<file path="src/rtl/serial_sbc32_pkg.sv">
// Shared definitions for the bit-serial subtract-with-borrow block and its bench.
package serial_sbc32_pkg;

    localparam int DATA_W = 32;

    typedef enum logic [1:0] {
        IDLE = 2'd0,
        RUN  = 2'd1,
        DONE = 2'd2
    } state_t;

    // Number of RUN cycles needed to walk the whole word for a given slice width.
    function automatic int slice_count(input int slice);
        return DATA_W / slice;
    endfunction

endpackage

</file>
<file path="src/rtl/serial_sbc32_slice.sv">
// Combinational SLICE-bit subtract-with-borrow cell.
module sbc_slice #(
    parameter int SLICE = 4
) (
    input  logic [SLICE-1:0] a,
    input  logic [SLICE-1:0] b,
    input  logic             bi,
    output logic [SLICE-1:0] d,
    output logic             bo
);

    // One extra bit of width: a negative result wraps and sets the top bit,
    // which is exactly the borrow-out.
    always_comb begin
        {bo, d} = {1'b0, a} - {1'b0, b} - {{SLICE{1'b0}}, bi};
    end

endmodule

</file>
<file path="src/rtl/serial_sbc32.sv">
// Bit-serial 32-bit subtractor with borrow: D = A - B - Bi, SLICE bits per cycle.
//
// state | meaning
// ------+------------------------------------------------------------
// IDLE  | waiting for start; D/Bo hold the last result
// RUN   | one slice per cycle, LSB slice first; busy high
// DONE  | single cycle with done high and D/Bo final; start re-arms
module serial_sbc32
    import serial_sbc32_pkg::*;
#(
    parameter int SLICE = 4
) (
    input  logic              clk,
    input  logic              rst_n,
    input  logic              start,
    input  logic [DATA_W-1:0] A,
    input  logic [DATA_W-1:0] B,
    input  logic              Bi,
    output logic              busy,
    output logic              done,
    output logic [DATA_W-1:0] D,
    output logic              Bo
);

    localparam int N     = slice_count(SLICE);
    localparam int CNT_W = (N > 1) ? $clog2(N) : 1;
    localparam int POS_W = 6;
    localparam logic [CNT_W-1:0] CNT_LAST = CNT_W'(N - 1);

    state_t            state_q, state_d;
    logic [DATA_W-1:0] a_q, b_q, d_q;
    logic              borrow_q;
    logic [CNT_W-1:0]  cnt_q;

    logic              accept;
    logic [POS_W-1:0]  bit_pos;
    logic [DATA_W-1:0] a_sh, b_sh;
    logic [SLICE-1:0]  slice_d;
    logic              slice_bo;
    logic [DATA_W-1:0] slice_mask;
    logic [DATA_W-1:0] d_next;

    // Start is only honoured outside RUN, so a mid-operation start cannot
    // disturb captured operands.
    assign accept  = start && (state_q != RUN);
    assign bit_pos = POS_W'(cnt_q) * POS_W'(SLICE);
    assign a_sh    = a_q >> bit_pos;
    assign b_sh    = b_q >> bit_pos;

    sbc_slice #(
        .SLICE(SLICE)
    ) u_slice (
        .a  (a_sh[SLICE-1:0]),
        .b  (b_sh[SLICE-1:0]),
        .bi (borrow_q),
        .d  (slice_d),
        .bo (slice_bo)
    );

    // Merge the current slice result into the difference word at its position.
    always_comb begin
        slice_mask = DATA_W'({SLICE{1'b1}}) << bit_pos;
        d_next     = (d_q & ~slice_mask) | (DATA_W'(slice_d) << bit_pos);
    end

    // State register.
    always_ff @(posedge clk or negedge rst_n) begin
        if (!rst_n) begin
            state_q <= IDLE;
        end else begin
            state_q <= state_d;
        end
    end

    // Next-state and status outputs.
    always_comb begin
        state_d = state_q;
        busy    = 1'b0;
        done    = 1'b0;
        case (state_q)
            IDLE: begin
                if (start) state_d = RUN;
            end
            RUN: begin
                busy = 1'b1;
                if (cnt_q == CNT_LAST) state_d = DONE;
            end
            DONE: begin
                done    = 1'b1;
                state_d = start ? RUN : IDLE;
            end
            default: state_d = IDLE;
        endcase
    end

    // Operand capture, slice counter, running borrow and result register.
    always_ff @(posedge clk or negedge rst_n) begin
        if (!rst_n) begin
            a_q      <= '0;
            b_q      <= '0;
            d_q      <= '0;
            borrow_q <= 1'b0;
            cnt_q    <= '0;
        end else if (accept) begin
            a_q      <= A;
            b_q      <= B;
            borrow_q <= Bi;
            cnt_q    <= '0;
        end else if (state_q == RUN) begin
            d_q      <= d_next;
            borrow_q <= slice_bo;
            if (cnt_q != CNT_LAST) cnt_q <= cnt_q + CNT_W'(1);
        end
    end

    assign D  = d_q;
    assign Bo = borrow_q;

endmodule

</file>
<file path="config.mk">
export PLATFORM = sky130hd
export DESIGN_NAME = serial_sbc32
export DESIGN_NICKNAME = d
export VERILOG_FILES = /design/src/rtl/serial_sbc32_pkg.sv /design/src/rtl/serial_sbc32_slice.sv /design/src/rtl/serial_sbc32.sv
export SDC_FILE = /design/constraint.sdc
export NUM_CORES = 1
export LEC_CHECK = 0
export CAP_MARGIN = 0
export CORE_AREA = 2 2 113 104
export DETAILED_ROUTE_END_ITERATION = 6
export DIE_AREA = 0 0 115 106
export PLACE_DENSITY = 0.77
export SYNTH_ARGS = -nofsm -noshare
export SYNTH_HDL_FRONTEND = slang
export SYNTH_SLANG_ARGS = --single-unit
</file>
<file path="constraint.sdc">
create_clock -name clk -period 3.65 [get_ports clk]
set_input_delay 0.365 -clock clk [delete_from_list [all_inputs] [get_ports clk]]
set_output_delay 0.365 -clock clk [all_outputs]
set_load 0.02 [all_outputs]
</file>
# Yosys cells after proc, flatten, opt, wreduce, memory -nomap -nowiden

Cells that the tools add are included.

Add/subtract/negate cells: 3
Multipliers: 0
Div/mod/pow operators: 0
$lt $le $gt $ge: 0
Equal/unequal tests: 7
Shift-type cells: 4
Multiplexer cells: 11
Bitwise operators: 4
Reductions and logical operators: 7

Operators with widths:

| operator                                               | count |
|---|---|
| right shift 32 x 5 -> 4 bit                            | 2 |
| bitwise AND 32 bit                                     | 1 |
| inverter 32 bit                                        | 1 |
| OR 32 bit                                              | 1 |
| << shifter 4 x 5 -> 32 bit                             | 1 |
| << shifter 4 x 5 -> 32 bit (first input constant)      | 1 |
| 2-to-1 mux 3 bit                                       | 3 |
| case mux 2 bit (3 select lines)                        | 1 |
| AND reduction 2 bit                                    | 3 |
| 2-to-1 mux 1 bit                                       | 5 |
| subtractor 4 x 4 -> 5 bit                              | 1 |
| subtractor 5 x 1 -> 5 bit                              | 1 |
| 2-to-1 mux 2 bit                                       | 2 |
| inequality test 2 bit (second input constant)          | 2 |
| nonzero test 2 bit                                     | 2 |
| adder 3 x 1 -> 3 bit (second input constant)           | 1 |
| == test 3 bit (second input constant)                  | 1 |
| inequality test 3 bit (second input constant)          | 1 |
| == test 2 x 1 -> 1 bit (second input constant)         | 1 |
| == test 2 bit (second input constant)                  | 1 |
| zero test 2 bit                                        | 1 |
| inequality test 2 x 1 -> 1 bit (second input constant) | 1 |
| logical AND 1 bit                                      | 1 |
| inverter 1 bit                                         | 1 |

Bits in registers: 102
Bits in latches: 0
RAM bits: 0
ROM bits: 0
Word-level logic and storage cells: 42
Memories kept: 0

# Depth between registers and ports, before layout

Word-level depth: 5
Mapped depth: 12
Mapped depth without buffers: 10

# Modules after synthesis

A second synthesis with hierarchy kept.

Cells, all modules: 321
Area total of the unflattened synthesis: 4,702.0 µm²

Modules (own cells, without submodules):

| module       | times used | cells an instance | area each (µm²) |
|---|---|---|---|
| serial_sbc32 | 1          | 297               | 4,494.3 |
| sbc_slice    | 1          | 24                | 207.7 |

# Least setup slack after synthesis

OpenSTA, ideal clock, no wires.

Path type: register to register
Start point: register cnt_q[0]
End point: register d_q[27], in the netlist D[27]
Setup time: 0.121 ns
Arrival time: 2.864 ns
Data required time: 3.529 ns
Setup slack: 0.665 ns
Stages on the path, launching flop included: 12
Path buffers: 2
Path through: dfrtp_1 > buf_6 > buf_2 > mux4_2 > nand2_1 > nand2_1 > fa_1 > ha_1 > nor3b_1 > xor2_1 > mux2i_1 > a22o_1

Cells in the longest elaborated chain, start to end: 5

Ends and longest elaborated chain:

| element                                               | RTL line                               | RTL |
|---|---|---|
| start, declared                                       | serial_sbc32.sv:33                     | `logic [CNT_W-1:0] cnt_q;` |
| start signal, assigned                                | serial_sbc32.sv:112                    | `if (cnt_q != CNT_LAST) cnt_q <= cnt_q + CNT_W'(1);` |
| right shift 32 x 5 -> 4 bit, on equally long branches | serial_sbc32.sv:47, serial_sbc32.sv:48 |  |
| subtractor 4 x 4 -> 5 bit                             | serial_sbc32_slice.sv:15               | `{bo, d} = {1'b0, a} - {1'b0, b} - {{SLICE{1'b0}}, bi};` |
| subtractor 5 x 1 -> 5 bit                             | serial_sbc32_slice.sv:15               |  |
| << shifter 4 x 5 -> 32 bit                            | serial_sbc32.sv:63                     | `d_next = (d_q & ~slice_mask) \| (DATA_W'(slice_d) << bit_pos);` |
| OR 32 bit (*)                                         | serial_sbc32.sv:63                     |  |
| end signal, assigned                                  | serial_sbc32.sv:110                    | `d_q <= d_next;` |
| end, declared                                         | serial_sbc32.sv:31                     | `logic [DATA_W-1:0] a_q, b_q, d_q;` |

Mark *: on every way between the ends. The rest lies on a longest branch, timed or not.
A chain may end at the register's enable or synchronous reset.

# Final worst setup path

Start point: register cnt_q[0]
End point: register d_q[6], in the netlist D[6]

The elaborated chain is that of the path after synthesis.

==> impl_metrics.tcl <==
set metrics [dict create \
    setup_viol 0 \
    setup_tns_ns 0 \
    slew_violations 0 \
    fin_cells 580 \
    syn_to_final_growth_pct 32.5 \
    multi_input_area_sq_um 1900 \
    hold_buffers 0 \
    worstPathArrival_ns 3.24 \
    row_count 37 \
    r2r-start "cnt_q[0]" \
    r2r_cells 8 \
    drtIter0Drc 129 \
    reg2reg_slack_ns 0.61 \
    register_area_sq_um 2550 \
    routedWlPerCell_um 17.2 \
    status "completed" \
    ys_types 31 \
    synth_seq_cells 102 \
    ctsResizeCount 0 \
    critPathKind "flip-flop to flip-flop" \
    p_per_area_nw_per_um2 1080 \
    grt_max_degree 75 \
    r2r_end "D[6]" \
    dp_hpwl_um 7450 \
    dieArea_sq_um 12200 \
    rsz0062_at_grt "false" \
    fin_hold_ws_ns 0.153 \
    fin_crit_sh 0.833 \
    worst_pin_slew_ns 0.947 \
    drc_errors 0 \
    cp_max_fo 21 \
    final_core_util 0.545 \
    maxCapViolations 0 \
    crit_start "cnt_q[0]" \
    antenna_found_initial 0 \
    peakVddDrop_mv 0.533 \
    postSynthAreaPerCell_sq_um 13.7 \
    min_period_ns 3.04 \
    ys_seq_area_frac 0.559 \
    cts_htree_levels 3 \
    clockRootBuffer "clkbuf_16" \
    syn_nets 413 \
    grt_util_all_layers 0.174 \
    fin_skew_ns 0.00723 \
    clock-sinks 102 \
    preCtsSetupSlack_ns 0.607 \
    cts_made_buffers 9 \
    relSlewSlack 0.366 \
    clockBufferDepth 2 \
    syn_area_sq_um 4570 \
    hold_path.class "primary input to asynchronous set/reset pin" \
    ant_nets 0 \
    worst_slack_ns 0.608 \
    max_freq_mhz 329 \
    fp.coreArea_sq_um 11100 \
    yosys_warnings 0 \
    clkTransAtPathRegs_ns 0.07 \
    grt_pass1_vias 3268 \
    final_net_count 519 \
    grt_pass1_wl_um 16400 \
    dp.cells 564 \
    drive_above_1_share 0.176 \
    cp-endpoint "D[6]" \
    port_buffers 102 \
    drtPass1Iterations 4 \
    leakagePower_nw 2.64 \
    end_kind "flip-flop" \
    synthCells 333 \
    final.fill_count 951 \
    hold_viol 0 \
    gp_congestion 0.833 \
    vias_per_cell 5.18 \
    diodes 0 \
    routed_wirelength_um 9970 \
    io_pins 103 \
    start_kind "flip-flop" \
    chipWidth_um 115 \
    grt.overflow.total 0 \
    vias 3003 \
    die_h_um 106 \
    cts_setup_buffers 0 \
    clk_latency_ns 0.34 \
    crit_required_ns 3.85 \
    start_util 0.411 \
    cts_tree "yes" \
]
## worst min path at each step
stage | start | to | cells past startpoint
4_1_cts | rst_n | a_q[14] | 1
3_5_place_dp | D[30] | D[30] | 2
2_1_floorplan | rst_n | Bo | 0
3_3_place_gp | D[20] | D[20] | 2
5_1_grt | rst_n | a_q[14] | 1
6_report | rst_n | a_q[14] | 1
## metrics by stage
stage | power [mW] | cell area (sq um)
6_report | 6.53 | 6050
5_1_grt | 7.00 | 6050
3_5_place_dp | 5.60 | 5750
4_1_cts | 6.57 | 6050
3_3_place_gp | 5.47 | 5750
2_1_floorplan | 4.42 | 4570
## sequential cells by signal, summed over array words and instances (netlist names)
signal,count
cnt_q,3
Bo,1
D,32
state_q,2
b_q,32
a_q,32
## area by class of cell
type,count,area share
clock buffer,13,0.0463
clock inverter,3,0.00434
inverter,14,0.00868
multi-input combinational,205,0.314
sequential,102,0.422
tap,136,0.0281
timing repair buffer,107,0.177
## power by group
part | switching, mW | total [mW] | leakage (nW) | internal [mW]
sequential | 0.385 | 2.09 | 1.23 | 1.70
clock | 0.404 | 0.945 | 0.152 | 0.541
combinational | 1.82 | 3.50 | 1.25 | 1.68
## cell usage after synthesis (all sizes together)
library cell  number  share of area
nand3              2         0.0022
mux4              16          0.079
o21ai             23          0.025
xor2               2         0.0038
clkbuf             3         0.0025
a22o              14          0.027
and3b              1         0.0019
nand2b             3         0.0041
nor2               2         0.0016
nand2             44          0.036
fa                 2         0.0088
dfrtp            102           0.56
nor3b              2         0.0033
a21oi              1         0.0011
a32o               2         0.0044
ha                10          0.027
mux2              65           0.16
mux2i              5          0.014
xnor2              3         0.0058
nor3               3         0.0033
inv               14          0.012
buf                9          0.011
and3               2         0.0027
nand3b             2         0.0033
nor2b              1         0.0014
## cells in the final DEF (no fill, tap or decap), types with 3 or more instances in the layout
master / n
a22o_1: 14
buf_4: 5
clkbuf_16: 9
clkbuf_8: 4
clkdlybuf4s50_1: 101
clkinv_4: 3
dfrtp_1: 102
ha_1: 10
inv_1: 12
mux2_1: 29
mux2_2: 36
mux2i_1: 4
mux4_2: 16
nand2_1: 43
nand2b_1: 3
nor3_1: 3
o21ai_0: 19
o21ai_1: 4
xnor2_1: 3
## kinds of logic (layout without fill, tap and decap cells)
logic type / after synthesis / after routing / synth area share
and+or+nand+nor: 62 / 62 / 0.0600
buffers and inverters: 26 / 137 / 0.0249
DFF: 102 / 102 / 0.559
xor gates and xnor gates: 5 / 5 / 0.00959
AOI/OAI and AO/OA: 40 / 40 / 0.0575
adders and majority gates: 12 / 12 / 0.0362
muxes: 86 / 86 / 0.253
## per-layer routing
layer  part of all wire  track usage  vias to the layer above  wire length, um
met3              0.044       0.0410                       14              434
li1                   -            -                     1399                -
met4              0.014       0.0491                        0              142
met2               0.49        0.285                       75             4890
met1               0.45        0.232                     1515             4500
met5                  0            0                        -                0
## critical path: stages, from the launching register on
cell	delay [ns]
dfrtp_1	0.59
buf_12	0.25
mux4_2	0.51
mux2i_1	0.21
fa_1	0.24
inv_1	0.07
fa_1	0.46
xor2_1	0.38
o21ai_0	0.18
(Power assumes the default switching activity.)
